--- config.mk ---
export PLATFORM = sky130hd
export DESIGN_NAME = debug_reg_reader
export DESIGN_NICKNAME = d
export VERILOG_FILES = /design/src/rtl/debug_reg_reader_pkg.sv /design/src/rtl/debug_reg_reader_serializer.sv /design/src/rtl/debug_reg_reader.sv
export SDC_FILE = /design/constraint.sdc
export NUM_CORES = 1
export LEC_CHECK = 0
export CAP_MARGIN = 25
export CORE_MARGIN = 2
export CORE_UTILIZATION = 30
export DETAILED_ROUTE_END_ITERATION = 10
export DONT_BUFFER_PORTS = 1
export SLEW_MARGIN = 20
export SYNTH_ARGS = -nofsm -noshare
export SYNTH_HDL_FRONTEND = slang
export SYNTH_SLANG_ARGS = --single-unit
--- constraint.sdc ---
create_clock -name clk -period 1.8 [get_ports clk]
set_input_delay 0.36 -clock clk [delete_from_list [all_inputs] [get_ports clk]]
set_output_delay 0.36 -clock clk [all_outputs]
set_load 0.03 [all_outputs]
--- src/rtl/debug_reg_reader_pkg.sv ---
// Shared definitions for the debug register reader: FSM state encoding,
// header byte default, frame-length helper and big-endian byte selection.
// Optional feature macro: DEBUG_READER_CHECKSUM_EN (adds a trailing XOR byte).
package debug_reg_reader_pkg;

  typedef enum logic [2:0] {
    ST_IDLE,
    ST_HDR,
    ST_PC,
    ST_SETTLE,
    ST_CAPTURE,
    ST_SEND,
`ifdef DEBUG_READER_CHECKSUM_EN
    ST_TAIL,
`endif
    ST_FIN
  } state_e;

  localparam logic [7:0] HDR_BYTE_DEFAULT = 8'hA5;
  localparam int unsigned NUM_REGS_DEFAULT = 16;

`ifdef DEBUG_READER_CHECKSUM_EN
  localparam int unsigned TAIL_BYTES = 1;
`else
  localparam int unsigned TAIL_BYTES = 0;
`endif

  // Header + 4 PC bytes + 4 bytes per register (+ checksum byte when enabled).
  function automatic int unsigned frame_len(input int unsigned num_regs);
    return 1 + 4 + 4 * num_regs + TAIL_BYTES;
  endfunction

  // Byte idx of a 32-bit word in big-endian order: idx 0 is [31:24].
  function automatic logic [7:0] byte_sel(input logic [31:0] word,
                                          input logic [1:0]  idx);
    logic [7:0] b;
    case (idx)
      2'd0:    b = word[31:24];
      2'd1:    b = word[23:16];
      2'd2:    b = word[15:8];
      default: b = word[7:0];
    endcase
    return b;
  endfunction

endpackage

--- src/rtl/debug_reg_reader_serializer.sv ---
// debug_byte_serializer: loads a 32-bit word and emits it as 4 bytes,
// most significant first, under valid/ready. A running XOR of every
// transferred byte is kept when DEBUG_READER_CHECKSUM_EN is defined.
module debug_byte_serializer
  import debug_reg_reader_pkg::*;
(
  input  logic        clk,
  input  logic        rst_n,
  input  logic        load_i,
  input  logic [31:0] word_i,
  input  logic        ready_i,
`ifdef DEBUG_READER_CHECKSUM_EN
  input  logic        xor_clr_i,
  output logic [7:0]  xor_o,
`endif
  output logic [7:0]  data_o,
  output logic        valid_o,
  output logic        last_o
);

  logic [31:0] word_q;
  logic [1:0]  idx_q;
  logic        valid_q;
  logic        fire;

  assign fire    = valid_q & ready_i;
  assign data_o  = byte_sel(word_q, idx_q);
  assign valid_o = valid_q;
  assign last_o  = (idx_q == 2'd3);

  // Word holding register and byte pointer; valid drops after the 4th transfer.
  always_ff @(posedge clk or negedge rst_n) begin
    // NOTE: state is updated with non-blocking assignments so every flop
    // samples pre-edge values regardless of statement order.
    if (!rst_n) begin
      word_q  <= '0;
      idx_q   <= '0;
      valid_q <= 1'b0;
    end else if (load_i) begin
      word_q  <= word_i;
      idx_q   <= '0;
      valid_q <= 1'b1;
    end else if (fire) begin
      idx_q <= idx_q + 2'd1;
      if (idx_q == 2'd3) begin
        valid_q <= 1'b0;
      end
    end
  end

`ifdef DEBUG_READER_CHECKSUM_EN
  logic [7:0] xor_q;

  assign xor_o = xor_q;

  // Running XOR over every byte that actually transfers.
  always_ff @(posedge clk or negedge rst_n) begin
    if (!rst_n) begin
      xor_q <= '0;
    end else if (xor_clr_i) begin
      xor_q <= '0;
    end else if (fire) begin
      xor_q <= xor_q ^ data_o;
    end
  end
`endif

endmodule

--- src/rtl/debug_reg_reader.sv ---
// debug_reg_reader: on start, snapshots the fetch PC, sweeps the processor
// debug port over registers 0..NUM_REGS-1 and streams one framed byte
// sequence (header, PC, registers) over valid/ready.
// Optional feature macro: DEBUG_READER_CHECKSUM_EN (XOR tail byte).
module debug_reg_reader
  import debug_reg_reader_pkg::*;
#(
  parameter int unsigned NUM_REGS      = NUM_REGS_DEFAULT,
  parameter int unsigned SEL_W         = 4,
  parameter int unsigned SETTLE_CYCLES = 1,
  parameter logic [7:0]  HDR_BYTE      = HDR_BYTE_DEFAULT
) (
  input  logic             clk,
  input  logic             reset,
  input  logic             start,
  input  logic [31:0]      reg_data,
  input  logic [31:0]      pc_in,
  output logic [SEL_W-1:0] reg_sel,
  output logic [7:0]       tx_data,
  output logic             tx_valid,
  input  logic             tx_ready,
  output logic             busy,
  output logic             done
);

  localparam logic [SEL_W-1:0] LAST_SEL    = SEL_W'(NUM_REGS - 1);
  localparam logic [3:0]       SETTLE_LAST = 4'(SETTLE_CYCLES - 1);

  state_e           state_q;
  logic [SEL_W-1:0] reg_sel_q;
  logic [3:0]       wait_q;
  logic [31:0]      pc_snap_q;
  logic             busy_q;
  logic             done_q;

  logic             ser_load;
  logic [31:0]      ser_word;
  logic [7:0]       ser_data;
  logic             ser_valid;
  logic             ser_last;
  logic             ser_fire;
  logic             start_acc;

  assign start_acc = (state_q == ST_IDLE) && start;
  assign ser_fire  = ser_valid && tx_ready;

  // The PC word loads as the header leaves; a register word loads in CAPTURE.
  always_comb begin
    // NOTE: every combinational output gets a default first so no path
    // through the block can leave it unassigned and infer a latch.
    ser_load = 1'b0;
    ser_word = pc_snap_q;
    if ((state_q == ST_HDR) && tx_ready) begin
      ser_load = 1'b1;
    end else if (state_q == ST_CAPTURE) begin
      ser_load = 1'b1;
      ser_word = reg_data;
    end
  end

`ifdef DEBUG_READER_CHECKSUM_EN
  logic [7:0] ser_xor;

  debug_byte_serializer u_ser (
    .clk       (clk),
    .rst_n     (reset),
    .load_i    (ser_load),
    .word_i    (ser_word),
    .ready_i   (tx_ready),
    .xor_clr_i (start_acc),
    .xor_o     (ser_xor),
    .data_o    (ser_data),
    .valid_o   (ser_valid),
    .last_o    (ser_last)
  );
`else
  debug_byte_serializer u_ser (
    .clk     (clk),
    .rst_n   (reset),
    .load_i  (ser_load),
    .word_i  (ser_word),
    .ready_i (tx_ready),
    .data_o  (ser_data),
    .valid_o (ser_valid),
    .last_o  (ser_last)
  );
`endif

  // Frame sequencer: header, PC, then settle/capture/send per register.
  always_ff @(posedge clk or negedge reset) begin
    if (!reset) begin
      state_q   <= ST_IDLE;
      reg_sel_q <= '0;
      wait_q    <= '0;
      pc_snap_q <= '0;
      busy_q    <= 1'b0;
      done_q    <= 1'b0;
    end else begin
      done_q <= 1'b0;
      case (state_q)
        ST_IDLE: begin
          if (start) begin
            pc_snap_q <= pc_in;
            busy_q    <= 1'b1;
            reg_sel_q <= '0;
            state_q   <= ST_HDR;
          end
        end
        ST_HDR: begin
          if (tx_ready) begin
            state_q <= ST_PC;
          end
        end
        ST_PC: begin
          if (ser_fire && ser_last) begin
            wait_q  <= '0;
            state_q <= ST_SETTLE;
          end
        end
        ST_SETTLE: begin
          // reg_sel is already stable; give the debug port time to respond.
          if (wait_q == SETTLE_LAST) begin
            state_q <= ST_CAPTURE;
          end else begin
            wait_q <= wait_q + 4'd1;
          end
        end
        ST_CAPTURE: begin
          state_q <= ST_SEND;
        end
        ST_SEND: begin
          if (ser_fire && ser_last) begin
            if (reg_sel_q == LAST_SEL) begin
`ifdef DEBUG_READER_CHECKSUM_EN
              state_q <= ST_TAIL;
`else
              busy_q  <= 1'b0;
              done_q  <= 1'b1;
              state_q <= ST_FIN;
`endif
            end else begin
              reg_sel_q <= reg_sel_q + SEL_W'(1);
              wait_q    <= '0;
              state_q   <= ST_SETTLE;
            end
          end
        end
`ifdef DEBUG_READER_CHECKSUM_EN
        ST_TAIL: begin
          if (tx_ready) begin
            busy_q  <= 1'b0;
            done_q  <= 1'b1;
            state_q <= ST_FIN;
          end
        end
`endif
        ST_FIN: begin
          // Start is not looked at here, so a start coincident with done is dropped.
          reg_sel_q <= '0;
          state_q   <= ST_IDLE;
        end
        default: begin
          state_q <= ST_IDLE;
        end
      endcase
    end
  end

  // Byte lane mux: header constant, serializer byte, or checksum tail.
  always_comb begin
    tx_data  = 8'h00;
    tx_valid = 1'b0;
    case (state_q)
      ST_HDR: begin
        tx_data  = HDR_BYTE;
        tx_valid = 1'b1;
      end
      ST_PC, ST_SEND: begin
        tx_data  = ser_data;
        tx_valid = ser_valid;
      end
`ifdef DEBUG_READER_CHECKSUM_EN
      ST_TAIL: begin
        tx_data  = ser_xor;
        tx_valid = 1'b1;
      end
`endif
      default: begin
        tx_data  = 8'h00;
        tx_valid = 1'b0;
      end
    endcase
  end

  assign reg_sel = reg_sel_q;
  assign busy    = busy_q;
  assign done    = done_q;

endmodule

---- After elaboration in Yosys (flattened, before gate mapping) ----
Cells that the tools add are included.
operators by class
  $add $sub $neg .......................... 3
  equal/unequal tests ..................... 18
  mux-type cells .......................... 35
  bitwise operators ....................... 1
  reduce and logical (&&, ||, !) cells .... 18
operator list
  cell                   number
  $mux W32               2
  $mux W4                7
  $pmux W4 S3            2
  $pmux W8 S3            1
  $mux W3                6
  $pmux W3 S6            1
  $ne A2 B2 Y1 const B   8
  $pmux W8 S2            1
  $mux W1                11
  $reduce_and A5 Y1      2
  $eq A3 B3 Y1 const B   3
  $add A4 B1 Y4 const B  2
  $reduce_and A4 Y1      2
  $eq A3 B2 Y1 const B   2
  $reduce_bool A2 Y1     3
  $reduce_bool A3 Y1     2
  $eq A2 B2 Y1 const B   2
  $eq A4 B4 Y1 const B   1
  $logic_not A4 Y1       1
  $mux W2                2
  $pmux W1 S2            2
  $reduce_and A2 Y1      2
  $eq A3 B1 Y1 const B   1
  $logic_and A1 B1 Y1    3
  other kinds (6)        6
word-level totals
  bits in registers ....................... 80
  bits of input ports ..................... 68
  output and inout bits ................... 15
  logic and storage cells ................. 84

---- Longest topological paths before layout ----
  depth in word-level cells ............... 5
  depth in mapped cells ................... 7
  mapped depth without buffers ............ 6

---- Modules after synthesis ----
A second synthesis with hierarchy kept.
second synthesis, totals
  cells, all modules ...................... 327
  area, all modules ....................... 4155.2 um^2
by module, submodules not included
  module                 times used  cells each  area an instance (um^2)  seq. area each (um^2)
  debug_reg_reader       1           205         2471.1                   1126.1
  debug_byte_serializer  1           122         1684.1                   875.8

---- Worst setup path before layout ----
OpenSTA, ideal clock, no wires.
  path type ............................... flip-flop to output port
  from .................................... register u_ser.idx_q[0]
  to ...................................... output port tx_data[7]
  arrival ................................. 1589 ps
  data required time ...................... 1440 ps
  setup slack ............................. -149 ps
  stages on the path, launching flop included .. 8
  buffers on the path ..................... 1
  cell sequence ........................... dfrtp_1 inv_1 ha_1 clkbuf_1 a222oi_1 o21ai_0 o21ai_0 o21ai_0
on the way
  longest elaborated chain between the ends .. 3
  elaborated cells on any way between the ends .. 5
  those cells by class .................... eq/ne (2); mux (2); reduce/logical (1)
ends and longest elaborated chain
  element                               RTL line                           RTL
  from (decl)                           debug_reg_reader_serializer.sv:22  logic [1:0] idx_q;
  from (signal assigned)                debug_reg_reader_serializer.sv:44  idx_q <= idx_q + 2'd1;
  $eq A2 B2 Y1 (tied with other cells)  debug_reg_reader_pkg.sv:37         case (idx)
  $pmux W8 S3 *                         debug_reg_reader_pkg.sv:37
  $pmux W8 S2 *                         debug_reg_reader.sv:173            case (state_q)
  to (decl)                             debug_reg_reader.sv:19             output logic [7:0] tx_data,
Every way passes the cells marked *; elsewhere a longest branch is shown, timed or not.

---- Final worst setup path ----
  from .................................... register u_ser.idx_q[0]
  to ...................................... output port tx_data[3]
Same word-level chain as after synthesis.

==> results.yml <==
timing:
  worst_pin_slew_ns: 0.384
  whs_ns: -0.282
  slew_viol_final: 0
  grt_setup_unrepaired: "yes"
  fin_setup_tns_ns: -2.87
  finalCritPeriodShare: 1.25
  hold_viol: 80
  setup_slack_ns: -0.443
  fin_crit_ns: 2.24
  setup_viol: 9
  max_freq_mhz: 446
  finClkSkew_ns: 0.00626
  relSlewSlack: 0.744
logic_synthesis:
  synth_warnings: 0
  yosysSeqAreaShare: 0.528
  synth_cell_types: 44
  synth_edf_count: 0
  postSynthCellCount: 357
  synth_flop_cell: "dfrtp_1"
  syn-mean-instance-area_um2: 10.6
  mappedNetlistNets: 433
  syn_area_mm2: 0.00379
  async_reset_ff_frac: 1.00
  ys_ff_latch: 80
grt:
  grt_overflow_total: 0
  grt_pass1_wl_mm: 15.7
  grt_pass1_vias: 2961
  grt_usage: 0.157
  antenna_found_initial: 0
  grt_max_degree: 81
detailed_routing:
  vias: 2819
  wl_mm: 9.99
  drc_errors: 0
  firstDrtPassIters: 7
  drtIter0Drc: 222
  wire_per_inst_um: 17.8
  drtAntennaViolNets: 0
  vias_per_cell: 5.02
pwr:
  power_w: 0.00907
  clockPowerShare: 0.182
  p_int_w: 0.00554
  combinationalPowerShare: 0.455
  switching_share: 0.389
  p_leak_nw: 2.08
  cellPowerDensity_mw_per_mm2: 1890
  vdd_drop_max_uv: 895
  seq_power_share: 0.362
  switching_power_w: 0.00352
worst_setup_path:
  cp.arrival_ns: 1.88
  endpoint_kind: "output port"
  criticalPathCategory: "reg -> out"
  timing.rr.start: "u_ser.idx_q[0]$_DFFE_PN0P_"
  worstReg2RegEnd: "reg_sel[3]$_DFFE_PN0P_"
  cp-start-kind: "register"
  worst_r2r_path_depth: 7
  r2r_slack_ns: 0
  worstPathMaxFanout: 6
  required_ns: 1.44
floorplan:
  io_pins: 83
  die_h_um: 116
  dieArea_mm2: 0.0136
  die_x_um: 116
  coreArea_mm2: 0.0125
  initial_utilization: 0.304
  fp-row-count: 41
clocking:
  cts_root_buffer: "clkbuf_16"
  htreeDepth: 3
  cts.sinks: 80
  cts_tree: "built"
  cts_buffers: 9
  clkLatencyLatePin_ns: 0.34
  path_clk_slew_ns: 0.06
  cts_buffer_depth: 2
placement:
  place_ws_ns: -0.166
  placed_cell_area_mm2: 0.00421
  port_buffers: 0
  dpl.hpwl_mm: 7.15
  dpl.cell_count: 541
  gp_congestion: 0.856
cells_and_area:
  layout_common_cells: "76 x dfrtp_1, 71 x nand2_1, 33 x a22oi_1"
  finalNonFillerCells: 561
  antenna_cells: 0
  design_area_mm2: 0.00479
  fill_cells: 1220
  syn_to_final_growth_pct: 26.3
  fin_nets: 463
  final_common_cell: "dfrtp_1"
  layout-drive-gt1-share: 0.326
run:
  cap_violations: 0
run_status:
  violations: "negative hold slack, negative setup slack"
  status: "finished with violations"
min_path:
  hp-class: "in -> async"
## critical path, cell delays in order, from the launching register on
cell,delay (ns)
dfrtp_1,0.41
buf_6,0.13
ha_4,0.17
buf_6,0.12
a222oi_1,0.29
nor2_1,0.09
a21oi_2,0.14
nor2_2,0.05
buf_6,0.15
## state kept, by name (all words and copies together), names as in the netlist
signal / flops
pc_snap_q: 32
u_ser.word_q: 32
reg_sel: 4
wait_q: 4
state_q: 3
u_ser.idx_q: 2
busy: 1
done: 1
u_ser.valid_o: 1
## how the worst max path moves through the flow
stage,start,end,slack (ns),cells past startpoint
after floorplan,u_ser.idx_q[0]$_DFFE_PN0P_,tx_data[7],-0.07,7
after global placement,u_ser.idx_q[0]$_DFFE_PN0P_,tx_data[7],-0.11,7
after detailed placement,u_ser.idx_q[1]$_DFFE_PN0P_,tx_data[3],-0.17,8
after CTS,u_ser.idx_q[0]$_DFFE_PN0P_,tx_data[3],-0.44,8
after global routing,u_ser.idx_q[0]$_DFFE_PN0P_,tx_data[3],-0.54,8
final,u_ser.idx_q[0]$_DFFE_PN0P_,tx_data[3],-0.44,8
## Yosys cell counts, types with 3 or more instances
cell,number,share of area
o21ai_0,16,0.021
ha_1,8,0.026
a21oi_1,17,0.022
nand2b_1,3,0.0049
a22oi_1,35,0.069
nand2_1,72,0.071
buf_2,10,0.013
nand4_1,3,0.0049
buf_4,4,0.0079
clkbuf_1,9,0.0089
mux2_2,18,0.053
dfrtp_1,80,0.53
nand3_1,6,0.0079
a222oi_1,5,0.013
nor2_1,13,0.013
nor2b_1,6,0.0099
mux2_1,16,0.048
inv_1,6,0.0059
## timing repair
action                                 4_1_cts  5_1_grt
setup endpoints to repair                    9       48
resized for setup                           42       26
pin swaps                                   10        9
endpoints found under the hold margin       80       80
setup buffers                                5        2
gates cloned                                 0        0
## metal layers
metal | part of all wire | global-route usage | vias to the layer above
li1 | - | - | 1331
met1 | 0.44 | 0.194 | 1386
met2 | 0.47 | 0.250 | 88
met3 | 0.066 | 0.0540 | 14
met4 | 0.020 | 0.0667 | 0
met5 | 0 | 0 | -
## kinds of logic (layout without fill, tap and decap cells)
group | count (synthesis) | in the layout | synth area share
adders and majority gates | 8 | 8 | 0.0264
AOI/OAI and AO/OA | 87 | 87 | 0.157
DFF | 80 | 80 | 0.528
and+or+nand+nor | 116 | 116 | 0.145
muxes | 35 | 35 | 0.104
xor gates and xnor gates | 2 | 2 | 0.00462
buffers and inverters | 29 | 61 | 0.0360
## metrics by stage
step	util	hold WS, ns
after floorplan	-	0.0644
after global placement	0.338	0.0677
after detailed placement	0.338	0.0677
after CTS	0.374	-0.298
after global routing	0.384	-0.302
final	0.384	-0.282
## power groups by stage
stage | sequential, W | combinational, W | clock (W)
after detailed placement | 0.00326 | 0.00349 | 0
after global placement | 0.00322 | 0.00337 | 0
after CTS | 0.00327 | 0.00389 | 0.00172
final | 0.00328 | 0.00413 | 0.00165
after global routing | 0.00338 | 0.00453 | 0.00180
after floorplan | 0.00306 | 0.00249 | 0
## layout make-up
class | instances | area (um^2) | share of cell area
sequential | 80 | 2010 | 0.419
multi-input combinational | 248 | 1900 | 0.397
timing repair buffer | 42 | 380 | 0.0794
clock buffer | 12 | 256 | 0.0536
tap | 172 | 215 | 0.0449
inverter | 6 | 25.0 | 0.00522
clock inverter | 1 | 5.00 | 0.00104
Power figures use the tool's default switching activity.
